$ cat src/rtl/alu_disp_pkg.sv
// alu_disp_pkg
// Shared constants for the ALU seven-segment display driver.
//   - Active-low segment patterns (bit0=a .. bit6=g, bit7=dp, dp always off)
//     for hex digits 0-F, operation letters n/S/A/P, dash and blank.
//   - Result-select encodings for the op input.
package alu_disp_pkg;

    localparam logic [7:0] SEG_BLANK = 8'hFF;
    localparam logic [7:0] SEG_DASH  = 8'hBF;

    localparam logic [7:0] SEG_0 = 8'hC0;
    localparam logic [7:0] SEG_1 = 8'hF9;
    localparam logic [7:0] SEG_2 = 8'hA4;
    localparam logic [7:0] SEG_3 = 8'hB0;
    localparam logic [7:0] SEG_4 = 8'h99;
    localparam logic [7:0] SEG_5 = 8'h92;
    localparam logic [7:0] SEG_6 = 8'h82;
    localparam logic [7:0] SEG_7 = 8'hF8;
    localparam logic [7:0] SEG_8 = 8'h80;
    localparam logic [7:0] SEG_9 = 8'h90;
    localparam logic [7:0] SEG_A = 8'h88;
    localparam logic [7:0] SEG_B = 8'h83;
    localparam logic [7:0] SEG_C = 8'hC6;
    localparam logic [7:0] SEG_D = 8'hA1;
    localparam logic [7:0] SEG_E = 8'h86;
    localparam logic [7:0] SEG_F = 8'h8E;

    localparam logic [7:0] SEG_LTR_N = 8'hAB;
    localparam logic [7:0] SEG_LTR_S = 8'h92;
    localparam logic [7:0] SEG_LTR_A = 8'h88;
    localparam logic [7:0] SEG_LTR_P = 8'h8C;

    typedef enum logic [1:0] {
        OP_XNOR  = 2'b00,
        OP_SHIFT = 2'b01,
        OP_ADD   = 2'b10,
        OP_MULT  = 2'b11
    } op_e;

endpackage

$ cat src/rtl/alu_display_driver_seg7_hex_decoder.sv
// seg7_hex_decoder
// Combinational 4-bit to active-low seven-segment pattern decoder.
//   i_nibble : 4-bit value 0..F
//   o_seg    : 8-bit active-low pattern (dp off)
module seg7_hex_decoder
    import alu_disp_pkg::*;
(
    input  logic [3:0] i_nibble,
    output logic [7:0] o_seg
);

    always_comb begin
        o_seg = SEG_BLANK;
        case (i_nibble)
            4'h0: o_seg = SEG_0;
            4'h1: o_seg = SEG_1;
            4'h2: o_seg = SEG_2;
            4'h3: o_seg = SEG_3;
            4'h4: o_seg = SEG_4;
            4'h5: o_seg = SEG_5;
            4'h6: o_seg = SEG_6;
            4'h7: o_seg = SEG_7;
            4'h8: o_seg = SEG_8;
            4'h9: o_seg = SEG_9;
            4'hA: o_seg = SEG_A;
            4'hB: o_seg = SEG_B;
            4'hC: o_seg = SEG_C;
            4'hD: o_seg = SEG_D;
            4'hE: o_seg = SEG_E;
            4'hF: o_seg = SEG_F;
            default: o_seg = SEG_BLANK;
        endcase
    end

endmodule

$ cat src/rtl/alu_display_driver.sv
// alu_display_driver
// Shows the ALU result chosen by op on six registered seven-segment digits:
// disp5 = op letter, disp4 = dash, disp3/disp2 = hex, disp1/disp0 = decimal.
//   clk        : rising-edge clock
//   rst_n      : asynchronous reset, asserted HIGH (name kept for compatibility)
//   en         : capture enable; 0 holds all displays
//   op         : 00 xnor, 01 shift, 10 add, 11 mult
//   Doutxnor, Doutshift, Doutadd, Doutmult : 6-bit unsigned ALU results
//   disp0..disp5 : active-low segment patterns, registered, 1-cycle latency
module alu_display_driver
    import alu_disp_pkg::*;
(
    input  logic       clk,
    input  logic       rst_n,
    input  logic       en,
    input  logic [1:0] op,
    input  logic [5:0] Doutxnor,
    input  logic [5:0] Doutshift,
    input  logic [5:0] Doutadd,
    input  logic [5:0] Doutmult,
    output logic [7:0] disp0,
    output logic [7:0] disp1,
    output logic [7:0] disp2,
    output logic [7:0] disp3,
    output logic [7:0] disp4,
    output logic [7:0] disp5
);

    logic [5:0] w_val;
    logic [2:0] w_tens;
    logic [5:0] w_rem;
    logic [7:0] w_letter;
    logic [7:0] w_seg_hex_hi, w_seg_hex_lo, w_seg_tens, w_seg_ones;

    logic [7:0] r_disp0, r_disp1, r_disp2, r_disp3, r_disp4, r_disp5;

    always_comb begin
        w_val    = Doutxnor;
        w_letter = SEG_LTR_N;
        case (op_e'(op))
            OP_XNOR:  begin w_val = Doutxnor;  w_letter = SEG_LTR_N; end
            OP_SHIFT: begin w_val = Doutshift; w_letter = SEG_LTR_S; end
            OP_ADD:   begin w_val = Doutadd;   w_letter = SEG_LTR_A; end
            OP_MULT:  begin w_val = Doutmult;  w_letter = SEG_LTR_P; end
            default:  begin w_val = Doutxnor;  w_letter = SEG_LTR_N; end
        endcase
    end

    // Binary to tens/ones: six conditional subtract-10 stages cover 0..63.
    always_comb begin
        w_rem  = w_val;
        w_tens = 3'd0;
        for (int unsigned k = 0; k < 6; k++) begin
            if (w_rem >= 6'd10) begin
                w_rem  = w_rem - 6'd10;
                w_tens = w_tens + 3'd1;
            end
        end
    end

    seg7_hex_decoder u_dec_hex_hi (.i_nibble({2'b00, w_val[5:4]}), .o_seg(w_seg_hex_hi));
    seg7_hex_decoder u_dec_hex_lo (.i_nibble(w_val[3:0]),          .o_seg(w_seg_hex_lo));
    seg7_hex_decoder u_dec_tens   (.i_nibble({1'b0, w_tens}),      .o_seg(w_seg_tens));
    seg7_hex_decoder u_dec_ones   (.i_nibble(w_rem[3:0]),          .o_seg(w_seg_ones));

    always_ff @(posedge clk or posedge rst_n) begin
        if (rst_n) begin
            r_disp0 <= SEG_BLANK;
            r_disp1 <= SEG_BLANK;
            r_disp2 <= SEG_BLANK;
            r_disp3 <= SEG_BLANK;
            r_disp4 <= SEG_BLANK;
            r_disp5 <= SEG_BLANK;
        end else if (en) begin
            r_disp0 <= w_seg_ones;
            r_disp1 <= w_seg_tens;
            r_disp2 <= w_seg_hex_lo;
            r_disp3 <= w_seg_hex_hi;
            r_disp4 <= SEG_DASH;
            r_disp5 <= w_letter;
        end
    end

    assign disp0 = r_disp0;
    assign disp1 = r_disp1;
    assign disp2 = r_disp2;
    assign disp3 = r_disp3;
    assign disp4 = r_disp4;
    assign disp5 = r_disp5;

endmodule

$ cat config.mk
export PLATFORM = sky130hd
export DESIGN_NAME = alu_display_driver
export DESIGN_NICKNAME = d
export VERILOG_FILES = /design/src/rtl/alu_disp_pkg.sv /design/src/rtl/alu_display_driver_seg7_hex_decoder.sv /design/src/rtl/alu_display_driver.sv
export SDC_FILE = /design/constraint.sdc
export NUM_CORES = 1
export LEC_CHECK = 0
export CAP_MARGIN = 30
export CELL_PAD_IN_SITES_DETAIL_PLACEMENT = 0
export CELL_PAD_IN_SITES_GLOBAL_PLACEMENT = 2
export CORE_ASPECT_RATIO = 1.4
export CORE_MARGIN = 5
export CORE_UTILIZATION = 30
export DETAILED_ROUTE_END_ITERATION = 10
export PLACE_DENSITY = 0.89
export SYNTH_ARGS = -nofsm -noshare
export SYNTH_HDL_FRONTEND = slang
export SYNTH_SLANG_ARGS = --single-unit
$ cat constraint.sdc
create_clock -name clk -period 1.3 [get_ports clk]
set_clock_uncertainty 0.15 [all_clocks]
set_input_delay 0.26 -clock clk [delete_from_list [all_inputs] [get_ports clk]]
set_output_delay 0.26 -clock clk [all_outputs]
set_load 0.01 [all_outputs]
==> reports/results.env, run 1 <==
RUN_STATUS='finished, violations left'
FAILED_CHECKS='negative setup slack'
POSTLAYOUTCOREUTIL_PCT=56.93
FINAL_NET_COUNT=599
MAXIMUM_NUMBER_OF_PINS_ON_ONE_NET_BEFORE_GLOBAL_ROUTE_REPAIR=33
MET2ROUTEDLENGTH_UM=5979
SYN_AREA_MM2=0.003124
WORSTPATHMAXFANOUT=5
HOLD_BUFFER_COUNT_AT_CTS=0
YOSYS_WARNINGS=0
GRT_SETUP_UNREPAIRED='yes'
PORT_BUFFERS=64
ROUTE.ANTENNA.REMAINING_NETS=0
FIRST_GLOBAL_VIAS=3429
ACHIEVABLE-FREQUENCY_MHz=211.3
HOLD_CLASS='input port to register'
FRACTION_OF_THE_YOSYS_AREA_TAKEN_BY_SEQUENTIAL_CELLS_PCT=26.91
DETAILED_ROUTER_S_FIRST_ITERATION_VIOLATION_COUNT=117
CORE_MM2=0.01029
LAYOUT.CELLS.MOST_COMMON_LIST='sky130_fd_sc_hd__buf_4, sky130_fd_sc_hd__buf_6, sky130_fd_sc_hd__dfstp_2, sky130_fd_sc_hd__nor2_1, sky130_fd_sc_hd__nand2_1'
PLACER_CONGESTION_ESTIMATE=0.8921
POWERDENSITY_mW_PER_MM2=1605
LEAKAGE_nW=2.533
ROUTED.TOP_LAYER='met4'
GRT.TOTAL_USAGE_PCT=16.21
CLK_PIN_SLEW_PS=60
FINALWORSTPATHREQUIREDPERIOD_PS=4733
WORST_SLACK_ON_HOLD_PATHS_PS=206.1
PLACE.DETAILED.HPWL_UM=7445
PRE_CTS_SLACK_PS=-4454
DRT_FIRST_PASS_ITERS=4
HTREE_NUM_LEVELS=2
WORSTSETUPPATHTYPE='input port to register'
INSERTEDDIODECOUNT=0
TIGHTEST_SLEW_PS=560.3
WORST-ENDPOINT-ARRIVAL_PS=4790
WORST_SETUP_PATH_END_KIND='register'
POST-ROUTE-DRC-COUNT=0
GRT_OVF=0
WORST_SLACK_PS=-3433
CLOCK-SINKS=32
WL_PER_CELL_UM=15.40
SYNTH-EDFF-COUNT=0
FLOORPLAN.INITIALDENSITY_PCT=30.35
MAPPED_AVG_CELL_AREA_UM2=8.926
DATA_REQUIRED_TIME_AT_THE_WORST_ENDPOINT_PS=1360
CHIPHEIGHT_UM=130.7
FINALWIRELENGTH_UM=10590
MAX_CAP_VIOLATIONS=0
DR_TOTAL_VIAS=3434
PLACEDINSTANCEAREA_MM2=0.004656
AREA.GROWTH.SYNTH_TO_FINAL_PCT=87.59
IO-PIN-COUNT=77
GRT_FIRST_PASS_WIRELENGTH_UM=16080
RELSLEWSLACK_PCT=62.17
DIE_WIDTH_UM=96.25
ROUTED_VIA_DENSITY=4.991
POSTSYNTHREGISTERBITS=32
YS.FLOP_TYPE='sky130_fd_sc_hd__dfstp_2'
DESIGN.DIE.AREA_MM2=0.01258
DR_WL_MET3_UM=289
GRT_ANTENNA_BEFORE_REPAIR=0
LAYOUT-DRIVE-GT1-SHARE_PCT=65.27
IR_WORST_VDD_mV=0.5570
CLOCK_INSERTION_DELAY_WORST_SKEW_PS=280
CRITPATHLAUNCHTYPE='input port'
TRITONCTS.NUM_BUFFERS=5
ROOT_BUFFER='sky130_fd_sc_hd__clkbuf_16'
SLEW_VIOL_FINAL=0
ASYNCSETRESETFLOPFRACSYNTH_PCT=100.0
FIN_CRIT_SH_PCT=364.1
WIRELENGTH_MET1_UM=3863
CTS-ROOT-TO-SINK-BUFFERS=2
HOLD_VIOL=0
FLOORPLAN_ROW_COUNT=44
SYNTHESIS.INSTANCES=350
FINAL-SETUP-VIOL-COUNT=62
POST_SYNTH_NUM_CELL_TYPES=69
LAYOUT.CELLS.MOST_COMMON='sky130_fd_sc_hd__buf_4'
TRITONCTS_CLOCK_TREE='done'
AREA_OF_ALL_PLACED_CELLS_WITHOUT_FILLERS_MM2=0.005861
-- worst max-delay path: stages --
cell and delay, ps:
sky130_fd_sc_hd__buf_8 80, sky130_fd_sc_hd__mux4_2 580, sky130_fd_sc_hd__clkinv_4 90, sky130_fd_sc_hd__ha_4 140
sky130_fd_sc_hd__inv_4 30, sky130_fd_sc_hd__and2_4 140, sky130_fd_sc_hd__o21a_1 180, sky130_fd_sc_hd__or2_4 240
sky130_fd_sc_hd__a211oi_4 180, sky130_fd_sc_hd__inv_2 70, sky130_fd_sc_hd__ha_4 310, sky130_fd_sc_hd__xor2_4 170
sky130_fd_sc_hd__ha_4 220, sky130_fd_sc_hd__nand2_1 50, sky130_fd_sc_hd__o21ai_1 60, sky130_fd_sc_hd__ha_1 290
sky130_fd_sc_hd__or3_4 370, sky130_fd_sc_hd__o31ai_2 70, sky130_fd_sc_hd__nor2_1 70, sky130_fd_sc_hd__ha_2 180
sky130_fd_sc_hd__o21ai_2 60, sky130_fd_sc_hd__xor2_1 90, sky130_fd_sc_hd__a211oi_2 240, sky130_fd_sc_hd__xnor2_2 120
sky130_fd_sc_hd__or3_1 320, sky130_fd_sc_hd__a31oi_1 170
-- flip-flops by register name, indices dropped and copies added (netlist names) --
name	cells
disp0	7
disp1	7
disp2	7
disp3	6
disp5	5
-- report_power, final --
| group | total [mW] | leakage (nW) | internal [mW] | switching [mW] |
|---|---|---|---|---|
| Clock | 1.19 | 0.0766 | 0.754 | 0.441 |
| Sequential | 1.67 | 0.335 | 1.47 | 0.200 |
| Combinational | 6.55 | 2.12 | 3.57 | 2.97 |
| Total | 9.41 | 2.53 | 5.79 | 3.61 |
-- kinds of logic after synthesis --
family,Yosys count,synth area share (%)
AND/OR/NAND/NOR,106,16.54
adder cells (fa/ha/maj),21,8.410
XOR/XNOR,15,5.527
multiplexers,14,6.968
AO/OA/AOI/OAI,109,26.51
buffers and inverters,52,9.011
flip-flops,32,26.91
other,1,0.1200
-- metrics by stage --
step	setup TNS (ps)	std cells	power, mW
6_report	-50220	688	9.407
5_1_grt	-54550	688	10.03
4_1_cts	-49450	660	8.401
3_5_place_dp	-76280	630	6.639
3_3_place_gp	-73900	630	6.528
2_1_floorplan	-53700	361	4.484
-- path summary, 6_finish.rpt --
path	start	end	slack, ps	cells past startpoint
max	op[0]	disp1[3]	-3430	26
max reg2reg	disp3[1]	disp3[1]	140	4
min reg2reg	disp5[4]	disp5[4]	340	1
min	op[1]	disp5[5]	210	4
max in group asynchronous	rst_n	disp1[6]	590	3
min in group asynchronous	rst_n	disp5[1]	370	3
-- synthesized netlist by cell type, types with 3 or more instances --
master / number / area, um^2
sky130_fd_sc_hd__a211oi_1: 12 / 90.09
sky130_fd_sc_hd__o31ai_1: 3 / 22.52
sky130_fd_sc_hd__nand3b_1: 3 / 22.52
sky130_fd_sc_hd__o21ai_0: 11 / 55.05
sky130_fd_sc_hd__or2_1: 3 / 18.77
sky130_fd_sc_hd__inv_1: 15 / 56.30
sky130_fd_sc_hd__nand2_1: 30 / 112.6
sky130_fd_sc_hd__a21o_1: 8 / 60.06
sky130_fd_sc_hd__and3_1: 3 / 18.77
sky130_fd_sc_hd__o2bb2ai_1: 4 / 35.03
sky130_fd_sc_hd__mux2i_1: 6 / 60.06
sky130_fd_sc_hd__ha_1: 21 / 262.8
sky130_fd_sc_hd__buf_4: 18 / 135.1
sky130_fd_sc_hd__buf_2: 9 / 45.04
sky130_fd_sc_hd__xnor2_2: 3 / 48.80
sky130_fd_sc_hd__a21boi_0: 3 / 22.52
sky130_fd_sc_hd__a21oi_1: 20 / 100.1
sky130_fd_sc_hd__o21a_1: 4 / 30.03
sky130_fd_sc_hd__a31oi_1: 10 / 62.56
sky130_fd_sc_hd__nor2_1: 35 / 131.4
sky130_fd_sc_hd__clkbuf_1: 7 / 26.28
sky130_fd_sc_hd__xor2_1: 5 / 43.79
sky130_fd_sc_hd__dfstp_2: 32 / 840.8
sky130_fd_sc_hd__or3_1: 5 / 31.28
sky130_fd_sc_hd__nor3_1: 5 / 25.02
sky130_fd_sc_hd__mux4_2: 6 / 135.1
sky130_fd_sc_hd__nand3_1: 7 / 35.03
sky130_fd_sc_hd__xnor2_1: 6 / 52.55
-- repair_timing --
action | 4_1_cts | 5_1_grt
gates resized for setup | 299 | 97
cloned | 1 | 1
buffers inserted | 21 | 29
endpoints found under the setup margin | 65 | 66
pin swaps | 27 | 38
-- area by class of cell --
class                      count  area (um^2)
clock buffer                   6        138.9
multi-input combinational    277         2594
timing repair buffer         218         2021
inverter                      15        83.83
fill                         874         4434
tap                          138        172.7
clock inverter                 2        10.01
sequential                    32        840.8
-- metal layers --
| layer | GRT usage, % | vias up |
|---|---|---|
| li1 | - | 1655 |
| met1 | 17.09 | 1683 |
| met2 | 30.95 | 69 |
| met3 | 1.489 | 27 |
| met4 | 8.543 | 0 |
| met5 | 0 | - |
No activity file was read; power rests on OpenSTA's default activity.
==> run 2, diff against run 1 <==
==> constraint.sdc (replaced) <==
create_clock -name clk -period 4.67 [get_ports clk]
set_clock_uncertainty 0.15 [all_clocks]
set_input_delay 0.934 -clock clk [delete_from_list [all_inputs] [get_ports clk]]
set_output_delay 0.934 -clock clk [all_outputs]
set_load 0.01 [all_outputs]
==> reports/results.env, run 2 (synthesis gave the netlist of run 1 again) <==
IO-PIN-COUNT=77  # unchanged
GRT.TOTAL_USAGE_PCT=15.91  # -0.29 points
FLOORPLAN.INITIALDENSITY_PCT=30.35  # unchanged
DRT_FIRST_PASS_ITERS=4  # unchanged
FIRST_GLOBAL_VIAS=3262  # -4.9%
SEQPWRFRAC_PCT=18.9  # +1.2 points
WORST-ENDPOINT-ARRIVAL_PS=5540  # +750 ps
FIN_CRIT_SH_PCT=117.6
AREA.GROWTH.SYNTH_TO_FINAL_PCT=62.23
FLOORPLAN_ROW_COUNT=44  # unchanged
ROOT_BUFFER='sky130_fd_sc_hd__clkbuf_16'
RELSLEWSLACK_PCT=53.80  # -8.4 points
WORST_SETUP_PATH_END_KIND='register'
FINAL_NET_COUNT=569  # -5.0%
P_SW_SHARE_PCT=37.17  # -1.2 points
FINALWORSTPATHREQUIREDPERIOD_PS=5492
LAYOUT-DRIVE-GT1-SHARE_PCT=46.15  # -19 points
INTPOWER_mW=1.483  # -74%
PORT_BUFFERS=64  # unchanged
WL_PER_CELL_UM=15.11  # -1.9%
CTS-ROOT-TO-SINK-BUFFERS=2  # unchanged
GRT_OVF=0  # unchanged
FINAL.SETUP.TNS_PS=-5262  # +44950 ps
P_SWITCHING_mW=0.8777  # -76%
COMBINATIONALPOWERSHARE_PCT=65.4  # -4.2 points
CRITPATHLAUNCHTYPE='input port'
ROUTE.ANTENNA.REMAINING_NETS=0  # unchanged
PLACER_CONGESTION_ESTIMATE=0.9266  # +3.9%
RUN_STATUS='finished, violations left'
CLOCK_INSERTION_DELAY_WORST_SKEW_PS=280  # about the same
LAYOUT.CELLS.MOST_COMMON='sky130_fd_sc_hd__buf_4'
WORSTPATHMAXFANOUT=5  # unchanged
IR_WORST_VDD_mV=0.1832  # -67%
N_FILL_CELL=973  # +11%
DETAILED_ROUTER_S_FIRST_ITERATION_VIOLATION_COUNT=125  # +6.8%
ACHIEVABLE-FREQUENCY_MHz=182.1
TRITONCTS.NUM_BUFFERS=5  # unchanged
TRITONCTS_CLOCK_TREE='done'
HTREE_NUM_LEVELS=2  # unchanged
HOLD_CLASS='register to register'
CLK_PIN_SLEW_PS=50  # about the same
FINAL-SETUP-VIOL-COUNT=10  # -84%
CLOCK-SINKS=32  # unchanged
SLEW_VIOL_FINAL=0  # unchanged
POWERDENSITY_mW_PER_MM2=465.8  # -71%
LAYOUT.CELLS.MOST_COMMON_LIST='sky130_fd_sc_hd__buf_4, sky130_fd_sc_hd__clkdlybuf4s50_1, sky130_fd_sc_hd__nor2_1, sky130_fd_sc_hd__dfstp_2, sky130_fd_sc_hd__nand2_1'
MAX_CAP_VIOLATIONS=0  # unchanged
WORSTSETUPPATHTYPE='input port to register'
SHARE_CLK_OF_TOTAL_POWER_PCT=15.7  # +3.0 points
ROUTED_VIA_DENSITY=5.009  # +0.36%
GRT_ANTENNA_BEFORE_REPAIR=0  # unchanged
DESIGN.DIE.AREA_MM2=0.01258  # unchanged
HOLD_VIOL=0  # unchanged
TIGHTEST_SLEW_PS=692.3  # +132.0 ps
DATA_REQUIRED_TIME_AT_THE_WORST_ENDPOINT_PS=4720  # +3360 ps
PRE_CTS_SLACK_PS=-1680  # +2775 ps
POST-ROUTE-DRC-COUNT=0  # unchanged
MAXIMUM_NUMBER_OF_PINS_ON_ONE_NET_BEFORE_GLOBAL_ROUTE_REPAIR=43  # +30%
GRT_FIRST_PASS_WIRELENGTH_UM=15780  # -1.8%
FINALWIRELENGTH_UM=9944  # -6.1%
CORE_MM2=0.01029  # unchanged
DR_TOTAL_VIAS=3296  # -4.0%
INSERTEDDIODECOUNT=0  # unchanged
GRT_SETUP_UNREPAIRED='yes'
CHIPHEIGHT_UM=130.7  # unchanged
WORST_SLACK_PS=-822.3  # +2611 ps
FAILED_CHECKS='negative setup slack'
LEAKAGE_nW=2.204  # -13%
DIE_WIDTH_UM=96.25  # unchanged
PLACE.DETAILED.HPWL_UM=7199  # -3.3%
## run 2: cell count changes in the layout (fill, tap and decap cells not counted), moves of 5 or more
| cell | previous run | this run |
|---|---|---|
| sky130_fd_sc_hd__a21oi_2 | 13 | 2 |
| sky130_fd_sc_hd__buf_12 | 8 | 0 |
| sky130_fd_sc_hd__inv_1 | 5 | 11 |
| sky130_fd_sc_hd__ha_1 | 5 | 15 |
| sky130_fd_sc_hd__ha_4 | 13 | 4 |
| sky130_fd_sc_hd__a21oi_1 | 7 | 18 |
| sky130_fd_sc_hd__clkdlybuf4s15_1 | 5 | 0 |
| sky130_fd_sc_hd__clkdlybuf4s50_1 | 1 | 42 |
| sky130_fd_sc_hd__buf_6 | 66 | 6 |
## run 2: worst paths after layout
path | from | end | slack, ps | depth (start not counted)
worst max-delay path | op[0] | disp1[3] | -820 | 26
worst min-delay path | disp1[1] | disp1[1] | 320 | 1
worst max register to register | disp0[0] | disp0[0] | 3600 | 2
worst min register to register | disp1[1] | disp1[1] | 320 | 1
max in group asynchronous | rst_n | disp1[2] | 3170 | 3
min in group asynchronous | rst_n | disp3[1] | 1160 | 3
## run 2: through the flow
step / cells / util [%] / hold WS [ps] / total power, mW / cell area (um^2)
3_3_place_gp: 625 / 44.29 / 312.9 / 1.826 / 4559
4_1_cts: 650 / 47.37 / 324.6 / 2.281 / 4877
5_1_grt: 658 / 49.23 / 328.8 / 2.536 / 5069
2_1_floorplan: 361 / - / 333.1 / 1.243 / 3249
3_5_place_dp: 625 / 44.29 / 317.3 / 1.852 / 4559
6_report: 658 / 49.23 / 322.2 / 2.361 / 5069
## run 2: layout make-up
type | count | area, um^2 | area share, %
multi-input cells | 278 | 2286 | 45.10
repair buffers | 187 | 1535 | 30.29
clock inverters | 3 | 42.54 | 0.8393
clock buffers | 5 | 125.1 | 2.469
well taps | 138 | 172.7 | 3.407
inverters | 15 | 66.31 | 1.308
flip-flops and latches | 32 | 840.8 | 16.59
## run 2: metal layers
metal  up-vias  GRT usage (%)  wire length, um
met3        26          1.775              394
met5         -              0                0
met2       103          29.12             5464
li1       1593              -                -
met1      1574          17.95             3742
met4         0          7.789              343
## run 2: power groups by stage
stage,Combinational [mW],Clock (mW),Sequential (mW)
finish,1.54,0.371,0.446
global route,1.69,0.393,0.456
CTS,1.46,0.379,0.447
detailed placement,1.40,0,0.450
global placement,1.38,0,0.448
floorplan,0.757,0,0.486
## run 2: timing repair
action | CTS | global route
pin swaps | 20 | 24
gates resized for setup | 64 | 28
hold buffers | 0 | 0
buffers inserted | 17 | 7
gates cloned | 1 | 1
endpoints found under the setup margin | 14 | 14
## run 2: worst max-delay path: stages
cell,delay [ps]
sky130_fd_sc_hd__buf_8,80
sky130_fd_sc_hd__mux4_2,590
sky130_fd_sc_hd__clkinv_4,90
sky130_fd_sc_hd__ha_4,140
sky130_fd_sc_hd__inv_4,30
sky130_fd_sc_hd__and2_4,150
sky130_fd_sc_hd__o21a_1,190
sky130_fd_sc_hd__or2_4,250
sky130_fd_sc_hd__a211oi_4,190
sky130_fd_sc_hd__inv_2,80
sky130_fd_sc_hd__ha_4,290
sky130_fd_sc_hd__xor2_4,190
sky130_fd_sc_hd__ha_4,230
sky130_fd_sc_hd__nand2_1,50
sky130_fd_sc_hd__o21ai_1,60
sky130_fd_sc_hd__ha_1,270
sky130_fd_sc_hd__or3_4,340
sky130_fd_sc_hd__o31ai_2,70
sky130_fd_sc_hd__nor2_1,80
sky130_fd_sc_hd__ha_2,180
sky130_fd_sc_hd__o21ai_2,60
sky130_fd_sc_hd__xor2_1,90
sky130_fd_sc_hd__a211oi_2,250
sky130_fd_sc_hd__xnor2_2,120
sky130_fd_sc_hd__or3_1,350
sky130_fd_sc_hd__a31oi_1,180
==> run 3, diff against run 2 <==
--- a/config.mk
+++ b/config.mk
@@ -12,7 +12,7 @@
 export CORE_MARGIN = 5
 export CORE_UTILIZATION = 30
 export DETAILED_ROUTE_END_ITERATION = 10
-export PLACE_DENSITY = 0.89
+export PLACE_DENSITY = 0.88
 export SYNTH_ARGS = -nofsm -noshare
 export SYNTH_HDL_FRONTEND = slang
 export SYNTH_SLANG_ARGS = --single-unit
==> reports/results.env, run 3 (synthesis gave the netlist of run 1 again) <==
GRT_ANTENNA_BEFORE_REPAIR=0  # unchanged
POSTLAYOUTCOREUTIL_PCT=52.22  # +3.0 points
DATA_REQUIRED_TIME_AT_THE_WORST_ENDPOINT_PS=4720  # about the same
HTREE_NUM_LEVELS=2  # unchanged
PLACE.DETAILED.HPWL_UM=7361  # +2.3%
PATH_COMMON_CELL='sky130_fd_sc_hd__ha_4'
FINALWORSTPATHREQUIREDPERIOD_PS=5508  # +16.01 ps
CLK_PIN_SLEW_PS=50  # about the same
HOLD_START='disp1[1]'
ROUTE.ANTENNA.REMAINING_NETS=0  # unchanged
MIN_DELAY_PATH_DEPTH=1  # unchanged
TRITONCTS.NUM_BUFFERS=5  # unchanged
MAX_CAP_VIOLATIONS=0  # unchanged
CLOCK_INSERTION_DELAY_WORST_SKEW_PS=280  # about the same
CTS-ROOT-TO-SINK-BUFFERS=2  # unchanged
LEAKAGE_nW=2.318  # +5.2%
POST-ROUTE-DRC-COUNT=0  # unchanged
GRT.TOTAL_USAGE_PCT=16.57  # +0.66 points
WORST-R2R-SETUP-SLACK_PS=3600  # about the same
WORSTPATHMAXFANOUT=5  # unchanged
FIRST_GLOBAL_VIAS=3480  # +6.7%
SLEW_VIOL_FINAL=0  # unchanged
FAILED_CHECKS='negative setup slack'
INSERTEDDIODECOUNT=0  # unchanged
N_FILL_CELL=940  # -3.4%
FINAL.SETUP.TNS_PS=-8683  # -3421 ps
FLOORPLAN.INITIALDENSITY_PCT=30.35  # unchanged
CORE_MM2=0.01029  # unchanged
LAYOUT-DRIVE-GT1-SHARE_PCT=51.86  # +5.7 points
HOLD_VIOL=0  # unchanged
CRITPATHLAUNCHTYPE='input port'
REG2REG_FROM='disp0[6]'
IR_WORST_VDD_mV=0.1740  # -5.0%
PLACE.DETAILED.INSTANCES=627  # +0.32%
WORST-ENDPOINT-ARRIVAL_PS=5560  # +20 ps
GRT_FIRST_PASS_WIRELENGTH_UM=16600  # +5.2%
LAYOUT.CELLS.MOST_COMMON_LIST='sky130_fd_sc_hd__buf_4, sky130_fd_sc_hd__clkdlybuf4s50_1, sky130_fd_sc_hd__dfstp_2, sky130_fd_sc_hd__nor2_1, sky130_fd_sc_hd__nand2_1'
FINAL-SETUP-VIOL-COUNT=14  # +4
HOLD_CLASS='register to register'
ACHIEVABLE-FREQUENCY_MHz=181.5  # -0.29%
PRE_CTS_SLACK_PS=-1650  # +29.74 ps
DETAILED_ROUTER_S_FIRST_ITERATION_VIOLATION_COUNT=146  # +17%
AREA.GROWTH.SYNTH_TO_FINAL_PCT=72.09
DR_TOTAL_VIAS=3389  # +2.8%
ROOT_BUFFER='sky130_fd_sc_hd__clkbuf_16'
IO-PIN-COUNT=77  # unchanged
MAXIMUM_NUMBER_OF_PINS_ON_ONE_NET_BEFORE_GLOBAL_ROUTE_REPAIR=43  # unchanged
HOLD-PATH-ENDPOINT='disp1[1]'
WORST_SETUP_PATH_END_KIND='register'
POST_LAYOUT_NONFILLER_INSTANCES=676  # +2.7%
CHIPHEIGHT_UM=130.7  # unchanged
WORSTSETUPPATHTYPE='input port to register'
CPLARGESTDELAYFAMILY='simple AND/OR/NAND/NOR gates'
FINAL_NET_COUNT=587  # +3.2%
GRT_SETUP_UNREPAIRED='yes'
DESIGN.DIE.AREA_MM2=0.01258  # unchanged
RELSLEWSLACK_PCT=52.93  # -0.87 points
GRT_OVF=0  # unchanged
PLACER_CONGESTION_ESTIMATE=0.8839  # -4.6%
FINALWIRELENGTH_UM=10320  # +3.8%
DIE_WIDTH_UM=96.25  # unchanged
CLOCK-SINKS=32  # unchanged
PLACEDINSTANCEAREA_MM2=0.004574  # +0.33%
PORT_BUFFERS=64  # unchanged
AREA_OF_ALL_PLACED_CELLS_WITHOUT_FILLERS_MM2=0.005376  # +6.1%
FF2FF_PATH_DEPTH=2  # unchanged
TIMING.RR.END='disp0[6]'
TRITONCTS_CLOCK_TREE='done'
LAYOUT.CELLS.MOST_COMMON='sky130_fd_sc_hd__buf_4'
REPORT.POWER.TOTAL_mW=2.566  # +8.7%
FLOORPLAN_ROW_COUNT=44  # unchanged
RUN_STATUS='finished, violations left'
WORST_SLACK_ON_HOLD_PATHS_PS=327.0  # +4.766 ps
DRT_FIRST_PASS_ITERS=4  # unchanged
POWERDENSITY_mW_PER_MM2=477.4  # +2.5%
TIGHTEST_SLEW_PS=705.2  # +12.98 ps
WL_PER_CELL_UM=15.27  # +1.0%
CRITICAL-PATH-SLOWEST-CELL='sky130_fd_sc_hd__mux4_2'
TIMING.CRITICAL_PATH.SLOWEST_CELL_DELAY_PS=540  # -50 ps
WORSTPATHBUFFERINVERTERCOUNT=4  # unchanged
ROUTED_VIA_DENSITY=5.013  # about the same
WORST_SLACK_PS=-838.3  # -16.01 ps
FIN_CRIT_SH_PCT=118.0  # +0.34 points
run 3: cell types whose count changed in the layout (fill, tap and decap cells not counted), sizes merged:
cell / previous run / this run
buf: 132 / 151
clkdlybuf4s50: 42 / 41
clkdlybuf4s15: 1 / 4
dlygate4sd2: 12 / 9
run 3: timing repair:
action	in CTS	in global routing
pin swaps	32	22
hold buffers	0	0
hold endpoints to repair	0	0
cloned	2	0
endpoints found under the setup margin	14	14
setup buffers	40	6
resized for setup	115	27
run 3: final cells by class:
type                       instances  area [um^2]  share of cell area [%]
clock buffer                       5        125.1                   2.327
multi-input combinational        278         2380                   44.26
tap                              138        172.7                   3.212
sequential                        32        840.8                   15.64
timing repair buffer             205         1749                   32.53
clock inverter                     3        42.54                  0.7912
inverter                          15        66.31                   1.233
run 3: worst max path at each step:
stage / from / end / cells after the start
after CTS: op[0] / disp1[3] / 26
final: op[1] / disp1[3] / 26
after global routing: op[1] / disp1[3] / 29
after floorplan: op[0] / disp1[3] / 28
after detailed placement: op[0] / disp1[3] / 25
after global placement: op[0] / disp1[3] / 25
run 3: layer usage:
layer / share of wire [%] / GRT usage (%) / up-vias
li1: - / - / 1630
met1: 38 / 17.85 / 1642
met2: 55 / 31.80 / 87
met3: 2.8 / 1.489 / 30
met4: 3.4 / 7.538 / 0
met5: 0 / 0 / -
run 3: worst reg2reg max path: cells and delay by family, from the launching register on:
kind           cells  cell delay [ps]
AO/OA/AOI/OAI      2              300
flip-flops         1              530
run 3: where the power goes:
group | internal, mW | leakage (nW) | switching, mW
combinational | 0.946 | 1.90 | 0.805
clock | 0.250 | 0.0798 | 0.119
sequential | 0.406 | 0.335 | 0.0405
